<file path="src/rtl/bcd_calc_core.sv">
// Four-function-less BCD calculator core: keypad digit entry, digit-serial BCD add/subtract ALU,
// and a multiplexed active-low seven-segment display driver.
module bcd_calc_core #(
  parameter int NDIG    = 4,
  parameter int REFRESH = 50000
) (
  input  logic            clk,
  input  logic            rst,
  input  logic            push,
  input  logic [3:0]      entrada,
  input  logic            guardar,
  input  logic            suma,
  input  logic            modo,
  output logic [6:0]      seg,
  output logic [NDIG-1:0] an,
  output logic            busy,
  output logic            ovf,
  output logic            neg
);

  localparam int W  = 4 * NDIG;
  localparam int PW = $clog2(NDIG);
  localparam int CW = $clog2(NDIG + 1);
  localparam int RW = $clog2(REFRESH);

  localparam logic [CW-1:0] CNT_FULL = CW'(NDIG);
  localparam logic [PW-1:0] POS_LAST = PW'(NDIG - 1);
  localparam logic [RW-1:0] RF_LAST  = RW'(REFRESH - 1);

  typedef enum logic [1:0] {S_A, S_B, S_CALC, S_RES} state_t;

  state_t        state_q, state_d;
  logic [W-1:0]  a_q, a_d;
  logic [W-1:0]  b_q, b_d;
  logic [W-1:0]  cur_q, cur_d;
  logic [W-1:0]  res_q, res_d;
  logic [CW-1:0] cnt_q, cnt_d;
  logic [PW-1:0] pos_q, pos_d;
  logic          pass_q, pass_d;
  logic          carry_q, carry_d;
  logic          cmp_q, cmp_d;
  logic          modo_q, modo_d;
  logic          ovf_q, ovf_d;
  logic          neg_q, neg_d;
  logic [RW-1:0] rfsh_q;
  logic [PW-1:0] idx_q;

  // One BCD digit add with decimal adjust; returns {carry, digit}.
  function automatic logic [4:0] bcd_add(input logic [3:0] x, input logic [3:0] y,
                                         input logic ci);
    logic [4:0] s;
    s = {1'b0, x} + {1'b0, y} + {4'd0, ci};
    if (s > 5'd9) return {1'b1, 4'(s + 5'd6)};
    return {1'b0, s[3:0]};
  endfunction

  function automatic logic [3:0] nines(input logic [3:0] d);
    return 4'd9 - d;
  endfunction

  function automatic logic [6:0] seg7(input logic [3:0] d);
    case (d)
      4'd0:    return 7'b1000000;
      4'd1:    return 7'b1111001;
      4'd2:    return 7'b0100100;
      4'd3:    return 7'b0110000;
      4'd4:    return 7'b0011001;
      4'd5:    return 7'b0010010;
      4'd6:    return 7'b0000010;
      4'd7:    return 7'b1111000;
      4'd8:    return 7'b0000000;
      4'd9:    return 7'b0010000;
      default: return 7'b1111111;
    endcase
  endfunction

  logic ev_suma, ev_guar, ev_push, dig_ok;
  assign ev_suma = suma;
  assign ev_guar = guardar & ~suma;
  assign ev_push = push & ~suma & ~guardar;
  assign dig_ok  = (entrada <= 4'd9);

  logic [3:0]   ad, bd, rd, xo, yo, sd;
  logic         cout;
  logic [W-1:0] res_w;

  // Pass 1 adds A to B (or to B's nine's complement plus the preset carry);
  // pass 2 either ten's-complements res or copies it through.
  always_comb begin
    ad = 4'd0;
    bd = 4'd0;
    rd = 4'd0;
    for (int k = 0; k < NDIG; k++) begin
      if (pos_q == PW'(k)) begin
        ad = a_q[4*k +: 4];
        bd = b_q[4*k +: 4];
        rd = res_q[4*k +: 4];
      end
    end
    if (!pass_q) begin
      xo = ad;
      yo = modo_q ? nines(bd) : bd;
    end else begin
      xo = cmp_q ? 4'd0 : rd;
      yo = cmp_q ? nines(rd) : 4'd0;
    end
    {cout, sd} = bcd_add(xo, yo, carry_q);
    res_w = res_q;
    for (int k = 0; k < NDIG; k++) begin
      if (pos_q == PW'(k)) res_w[4*k +: 4] = sd;
    end
  end

  always_comb begin
    state_d = state_q;
    a_d     = a_q;
    b_d     = b_q;
    cur_d   = cur_q;
    res_d   = res_q;
    cnt_d   = cnt_q;
    pos_d   = pos_q;
    pass_d  = pass_q;
    carry_d = carry_q;
    cmp_d   = cmp_q;
    modo_d  = modo_q;
    ovf_d   = ovf_q;
    neg_d   = neg_q;
    case (state_q)
      S_A: begin
        if (ev_guar) begin
          a_d     = cur_q;
          cur_d   = '0;
          cnt_d   = '0;
          ovf_d   = 1'b0;
          neg_d   = 1'b0;
          state_d = S_B;
        end else if (ev_push && dig_ok && (cnt_q < CNT_FULL)) begin
          cur_d = {cur_q[W-5:0], entrada};
          cnt_d = cnt_q + 1'b1;
        end
      end
      S_B: begin
        if (ev_suma) begin
          modo_d  = modo;
          b_d     = cur_q;
          pos_d   = '0;
          pass_d  = 1'b0;
          carry_d = modo;
          state_d = S_CALC;
        end else if (ev_push && dig_ok && (cnt_q < CNT_FULL)) begin
          cur_d = {cur_q[W-5:0], entrada};
          cnt_d = cnt_q + 1'b1;
        end
      end
      S_CALC: begin
        res_d   = res_w;
        carry_d = cout;
        if (pos_q == POS_LAST) begin
          pos_d = '0;
          if (modo_q && !pass_q) begin
            pass_d  = 1'b1;
            cmp_d   = ~cout;
            carry_d = ~cout;
          end else begin
            ovf_d   = modo_q ? 1'b0 : cout;
            neg_d   = modo_q ? cmp_q : 1'b0;
            state_d = S_RES;
          end
        end else begin
          pos_d = pos_q + 1'b1;
        end
      end
      S_RES: begin
        if (ev_guar) begin
          a_d     = res_q;
          cur_d   = '0;
          cnt_d   = '0;
          ovf_d   = 1'b0;
          neg_d   = 1'b0;
          state_d = S_B;
        end else if (ev_push && dig_ok) begin
          cur_d   = {{(W-4){1'b0}}, entrada};
          cnt_d   = CW'(1);
          a_d     = '0;
          ovf_d   = 1'b0;
          neg_d   = 1'b0;
          state_d = S_A;
        end
      end
      default: state_d = S_A;
    endcase
  end

  always_ff @(posedge clk or posedge rst) begin
    if (rst) begin
      state_q <= S_A;
      a_q     <= '0;
      b_q     <= '0;
      cur_q   <= '0;
      res_q   <= '0;
      cnt_q   <= '0;
      pos_q   <= '0;
      pass_q  <= 1'b0;
      carry_q <= 1'b0;
      cmp_q   <= 1'b0;
      modo_q  <= 1'b0;
      ovf_q   <= 1'b0;
      neg_q   <= 1'b0;
    end else begin
      state_q <= state_d;
      a_q     <= a_d;
      b_q     <= b_d;
      cur_q   <= cur_d;
      res_q   <= res_d;
      cnt_q   <= cnt_d;
      pos_q   <= pos_d;
      pass_q  <= pass_d;
      carry_q <= carry_d;
      cmp_q   <= cmp_d;
      modo_q  <= modo_d;
      ovf_q   <= ovf_d;
      neg_q   <= neg_d;
    end
  end

  // Display scan: each digit is held for REFRESH cycles, then the scan moves one digit left.
  always_ff @(posedge clk or posedge rst) begin
    if (rst) begin
      rfsh_q <= '0;
      idx_q  <= '0;
    end else if (rfsh_q == RF_LAST) begin
      rfsh_q <= '0;
      idx_q  <= (idx_q == POS_LAST) ? '0 : idx_q + 1'b1;
    end else begin
      rfsh_q <= rfsh_q + 1'b1;
    end
  end

  logic [W-1:0] disp_src;
  logic [3:0]   disp_dig;

  always_comb begin
    disp_src = (state_q == S_RES) ? res_q : cur_q;
    disp_dig = 4'd0;
    for (int k = 0; k < NDIG; k++) begin
      an[k] = (idx_q != PW'(k));
      if (idx_q == PW'(k)) disp_dig = disp_src[4*k +: 4];
    end
  end

  assign seg  = seg7(disp_dig);
  assign busy = (state_q == S_CALC);
  assign ovf  = ovf_q;
  assign neg  = neg_q;

endmodule

</file>
<file path="config.mk">
export PLATFORM = sky130hd
export DESIGN_NAME = bcd_calc_core
export DESIGN_NICKNAME = d
export VERILOG_FILES = /design/src/rtl/bcd_calc_core.sv
export SDC_FILE = /design/constraint.sdc
export NUM_CORES = 1
export LEC_CHECK = 0
export CORE_MARGIN = 5
export CORE_UTILIZATION = 28
export CTS_CLUSTER_SIZE = 28
export DETAILED_ROUTE_END_ITERATION = 16
export PLACE_DENSITY_LB_ADDON = 0.05
export SYNTH_ARGS = -nofsm -noshare
export SYNTH_HDL_FRONTEND = slang
export SYNTH_SLANG_ARGS = --single-unit
</file>
<file path="constraint.sdc">
create_clock -name clk -period 3.8 [get_ports clk]
set_input_delay 0.76 -clock clk [delete_from_list [all_inputs] [get_ports clk]]
set_output_delay 0.76 -clock clk [all_outputs]
set_load 0.005 [all_outputs]
</file>
======== After elaboration in Yosys (flattened, before gate mapping) ========
Memories as Yosys holds them, arrays and structs flattened.
Index checks and enable logic that the tools add are counted.
cells by class
  shifts and indexed selects .............. 0
  divide/modulo/power cells ............... 0
  order comparisons ....................... 3
  bitwise gates (word level) .............. 6
  equal/unequal tests ..................... 20
  multiplexer cells ....................... 72
  multiply operators ...................... 0
  $add $sub $neg .......................... 9
  reduce and logical (&&, ||, !) cells .... 24
operators by type and width
  operator                                                               count
  16-bit 2-to-1 mux                                                      10
  4-bit 2-to-1 mux                                                       21
  16-bit one-hot mux with 3 select lines                                 1
  16-bit one-hot mux with 2 select lines                                 1
  2-bit 2-to-1 mux                                                       9
  16-bit by 1-bit adder with 16-bit output, second input constant        1
  16-bit equality test, second input constant                            1
  1-bit 2-to-1 mux                                                       16
  3-bit 2-to-1 mux                                                       5
  2-bit equality test, second input constant                             6
  2-bit != test, second input constant                                   6
  2-bit AND reduction                                                    6
  5-bit 2-to-1 mux                                                       2
  5-bit AND reduction                                                    2
  3-bit one-hot mux with 3 select lines                                  1
  3-bit AND reduction                                                    3
  2-bit one-hot mux with 4 select lines                                  1
  4-bit subtractor, first input constant                                 2
  2-bit by 1-bit equality test with 1-bit output, second input constant  3
  2-bit zero test                                                        3
  2-bit by 1-bit != test with 1-bit output, second input constant        3
  1-bit one-hot mux with 3 select lines                                  2
  2-bit nonzero test                                                     3
  3-bit nonzero test                                                     2
  16 further kinds                                                       24
word-level totals
  latch bits .............................. 0
  register bits ........................... 95
  memories kept ........................... 1
  memory bits (writable) .................. 0
  ROM bits ................................ 112
  input port bits ......................... 10
  logic and storage cells ................. 153
memory list
  memory            depth  width  rd ports  clocked after memory_dff  wr ports  RTL line  text
  (name not given)  16     7      1         0                         0         62        case (d)

======== Longest topological paths before layout ========
  word-level depth ........................ 17
  gate-level depth with buffers ........... 20

======== Least setup slack after synthesis ========
Ideal clock, no wire load.
  path kind ............................... register to register
  from .................................... register pos_q[0]
  to ...................................... register res_q[10]
  clock period less this slack ............ 3.925 ns
  data arrival time ....................... 3.790 ns
  slack ................................... -0.125 ns
  cell stages (with the launch flop) ...... 20
  path through ............................ dfrtp_1 > inv_1 > ha_1 > clkbuf_1 > buf_2 > nand3b_1 > a21oi_1 > a21oi_1 > nor2_1 > a21oi_1 > o22a_1 > fa_1 > fa_1 > xor2_1 > ha_1 > inv_1 > o21ai_0 > nand3_1 > mux2i_1 > a21oi_1
between the ends
  longest elaborated chain between the ends .. 13
  elaborated cells on any way between the ends .. 31
  classes of those cells .................. add/sub (5); order compare (1); eq/ne (3); mux (20); reduce/logical (2)
RTL lines
  item                                                                                                     RTL line  text
  start, declared                                                                                          38        logic [PW-1:0] pos_q, pos_d;
  start signal, assigned                                                                                   216       pos_q <= pos_d;
  2-bit zero test                                                                                          94        if (pos_q == PW'(k)) begin
  4-bit 2-to-1 mux (4 in series)                                                                           94
  4-bit subtractor                                                                                         58        return 4'd9 - d;
  4-bit 2-to-1 mux (on tied branches)                                                                      102, 105
  4-bit 2-to-1 mux                                                                                         100       if (!pass_q) begin
  4-bit by 4-bit adder with 5-bit output                                                                   52        s = {1'b0, x} + {1'b0, y} + {4'd0, ci};
  5-bit by 1-bit adder with 5-bit output                                                                   52
  4-bit by 3-bit adder with 4-bit output or 5-bit by 4-bit > comparator with 1-bit output (tied branches)  53        if (s > 5'd9) return {1'b1, 4'(s + 5'd6)};
  5-bit 2-to-1 mux or 1-bit 2-to-1 mux (tied branches)                                                     53
  5-bit 2-to-1 mux                                                                                         54        return {1'b0, s[3:0]};
  end signal, assigned                                                                                     214       res_q <= res_d;
  end, declared                                                                                            36        logic [W-1:0] res_q, res_d;
Several ways; a longest one is shown, not always the timed one. The select of a mux whose other input is x is not followed.
A chain may end at the register's enable or synchronous reset.

======== Worst setup path in the final report ========
  from .................................... register state_q[1]
  to ...................................... output port seg[6]
between the ends
  longest elaborated chain between the ends .. 7
RTL lines
  item                            RTL line  text
  start, declared                 32        state_t state_q, state_d;
  start signal, assigned          210       state_q <= state_d;
  2-bit equality test *           243       disp_src = (state_q == S_RES) ? res_q : cur_q;
  16-bit 2-to-1 mux *             243
  4-bit 2-to-1 mux (3 in series)  247       if (idx_q == PW'(k)) disp_dig = disp_src[4*k +: 4];
  4-bit 2-to-1 mux *              247
  memory 16 x 7 bit *             n/a
  end, declared                   14        output logic [6:0] seg,
Mark *: on every way between the ends. The rest lies on a longest branch, timed or not.

==> results.md <==
- Result of the run: finished, final reports clean
- Clock period minus final worst setup slack: 3.66 ns
- Sequential fraction of design power: 0.237
- Clock transition at the register clock pins on the worst setup and hold paths after CTS: 0.08 ns
- Die boundary width: ~150 um
- TritonCTS clock tree: yes
- Achievable frequency: ~270 MHz
- Worst IR Drop VDD: about 0.43 mV
- Top delay family on crit path: buffers and inverters
- Total power per unit cell area: 977 nW/um^2
- Clock latency reported for the late side of the worst-skew pair: between 0.3 and 0.4 ns
- Wire length of the first global-routing pass: 26.3 mm
- Share of power burned in the clock network: 0.141
- Cts bufs inserted: 9
- Minimum hold slack: 0.488 ns
- Drt pass-1 iters: 4
- Count of final setup violators: 0
- Pin count of the biggest net entering global routing: 53
- Count of input and output buffers: 23
- Net switching power figure: ~3 mW
- Starting density of the core: 0.286
- Ratio of final minimum period to clock period: 0.964
- Required time reported for the critical path endpoint: 3.04 ns
- Count of clock tree sinks: 95
- Share of flip-flops with an asynchronous set or reset: 1.00
- Worst slew margin relative to its limit: 0.399
- CP endpoint kind: output port
- Total count of hold-check failures in the final report: 0
- Max Slew Vio Count: 0
- Maximum net fanout on the critical path: 15
- # nets final: 691
- Ranking of synthesized cells by instance count: a21oi_1 (96), dfrtp_1 (95), nand2_1 (74)
- Root Buffer Master: clkbuf_16
- Via count of the first global-routing pass: 4497
- Post-synthesis register bit count: between 90 and 100
- Total global routing overflow: 0
- Proportion of total power due to net switching: 0.448
- Cell accounting for the most synthesized area: dfrtp_1
- Count of H-tree levels built during CTS: 3
- Internal power component: ~3.7 mW
- Longest individual stage delay on the worst path: approximately 0.53 ns
- Area Overhead vs Synth: 22.7%
- Residual antenna-violating net count after detailed routing: 0
- Tot GR Track Use: 0.150
- Critical setup path kind: reg -> out
- Cell types occupying the most area after synthesis: dfrtp_1 (42%), a21oi_1 (8.6%), ha_1 (5.8%)
- Yosys warning total: 0
- Flip-flop cell with the highest count after synthesis: dfrtp_1
- Synthesized instance count: 611
- Share of Yosys cell area claimed by the top area cell type: 0.424
- Post-synthesis area per instance: just over 9 um^2
- Routed via count: around 4600
- Startpoint type of the worst setup path: flop
- Antenna violations before repair: 0
- Maximum count of clock buffers along a single path: 2
- Cells along the critical path: ha_4, bufbuf_16, and2_1, o311ai_4, buf_4, xnor2_1, a2bb2oi_1, clkdlybuf4s50_1
- IO Pins: 24
- Post-Syn Nets: 649
- Detailed-route wire length per cell: 17.8 um
- Clock Skews: 0.00766 ns
- Routed wire length: 16.5 mm
- Total Die Area: 23000 um^2
- Portion of the post-synthesis area used by sequential elements: 0.424
- Number of hold-repair buffers added at the cts stage: 0
- Unrepaired setup endpoints after global routing: yes
- Number of library cell types mapped by synthesis: 60
- Filler-free cell count of the finished design: 923
- Core box area: roughly 20000 um^2
- Class of the worst hold path: reg -> reg
- DRC violations left: 0
- Chip height: 152 um
- Ant. Diodes: 0
- Dominant cell by count in the synthesized netlist: a21oi_1
- Slowest stage cell, crit path: clkdlybuf4s50_1
- Vias/cell: 4.97
- Count of flip-flops with a built-in enable after synthesis: 0
- DR iter-0 viols: around 230
- Critical path buffer and inverter count: 3
- Transition time at the pin with the least slew margin: between 0.8 and 0.9 ns
- Half-perimeter wire length after placement: 12.0 mm
- Proportion of layout cells with a drive suffix above 1: 0.196
- Proportion of power drawn by combinational gates: 0.622
- Max cap viols: 0
- Summed instance area of the synthesized netlist: 5610 um^2
- LEAKAGE: 2.94 nW
- Placed cells: 898
- Gpl congestion: 0.800
- Number of placement rows: 51
- Data arrival time of the critical path: between 2 and 3 ns
[layer usage]
metal	share of wire	GRT usage	routed length, um	vias to the layer above
met3	0.022	0.0226	354	16
met4	0.015	0.0449	244	0
met1	0.51	0.215	8350	2290
met2	0.46	0.233	7510	49
met5	0	0	0	-
li1	-	-	-	2229
[final timing paths]
kind	start	end	slack, ns	depth (start not counted)
min in group asynchronous	rst	rfsh_q[13]	0.85	2
max in group asynchronous	rst	res_q[14]	2.25	3
worst min register to register	neg	neg	0.49	2
worst max-delay path	state_q[1]	seg[6]	0.14	8
worst min-delay path	neg	neg	0.49	2
worst max register to register	pos_q[0]	res_q[9]	0.15	16
[placed cells by master (no fill, tap or decap), drive strengths merged, types with 13 or more instances in the layout]
master         Yosys  final
dfrtp             95     95
nand3             13     13
ha                26     26
nor2              58     58
o21ai             24     24
clkdlybuf4s50      0     19
inv               22     27
nor2b             24     24
mux2              20     20
a21oi             96     96
nand2             74     74
buf               18     39
nand3b            13     13
[final cells by class]
class | instances | area, um^2
clock buffer | 9 | 225
clock inverter | 7 | 72.6
fill | 2038 | 12700
inverter | 22 | 85.1
multi-input combinational | 462 | 3200
sequential | 95 | 2380
tap | 265 | 332
timing repair buffer | 63 | 594
[kinds of logic (layout without fill, tap and decap cells)]
group | Yosys count | in the layout | share of synthesized area
simple gates | 209 | 209 | 0.178
xor+xnor | 20 | 20 | 0.0312
fa+ha+maj | 28 | 28 | 0.0651
compound gates | 177 | 177 | 0.201
flops | 95 | 95 | 0.424
buf+inv | 54 | 101 | 0.0455
mux | 28 | 28 | 0.0551
[per-stage QoR]
| stage | total power, mW | util | worst slack [ns] | area, um^2 | setup TNS [ns] |
|---|---|---|---|---|---|
| after floorplan | 3.94 | - | 0.0233 | 5620 | 0 |
| after global placement | 5.20 | 0.320 | 0.00290 | 6270 | 0 |
| after detailed placement | 5.23 | 0.320 | -0.125 | 6270 | -1.11 |
| after CTS | 6.35 | 0.341 | 0.00354 | 6680 | 0 |
| after global routing | 7.25 | 0.351 | -0.107 | 6880 | -0.631 |
| final | 6.73 | 0.351 | 0.137 | 6880 | 0 |
[worst register-to-register path, cell delays in order (launching register included)]
cell	delay, ns
dfrtp_1	0.43
inv_2	0.12
ha_4	0.18
nand3b_1	0.10
a21oi_2	0.13
a21oi_1	0.05
nor2_1	0.14
a21oi_2	0.05
o22a_1	0.22
fa_2	0.43
fa_2	0.46
xor2_4	0.23
ha_2	0.24
o21ai_4	0.07
a41oi_4	0.35
a2bb2oi_4	0.22
a31oi_1	0.10
[state kept, by name, summed over array words and instances (netlist names)]
name	count
a_q	16
b_q	16
cur_q	16
res_q	16
rfsh_q	16
cnt_q	3
idx_q	2
pos_q	2
state_q	2
carry_q	1
cmp_q	1
modo_q	1
neg	1
ovf	1
pass_q	1
[power by group through the flow]
stage	logic, mW	clock network (mW)	registers, mW
2_1_floorplan	2.48	0	1.46
3_3_place_gp	3.59	0	1.61
3_5_place_dp	3.62	0	1.60
4_1_cts	3.79	0.971	1.59
5_1_grt	4.61	1.01	1.63
6_report	4.18	0.946	1.60
[timing repair]
| action | in CTS | in global routing |
|---|---|---|
| resized for setup | 11 | 44 |
| pin swaps | 5 | 13 |
| hold endpoints to repair | 0 | 0 |
| setup buffers | 5 | 3 |
| setup endpoints to repair | 17 | 22 |
| cloned | 1 | 0 |
No activity file was read; power rests on OpenSTA's default activity.
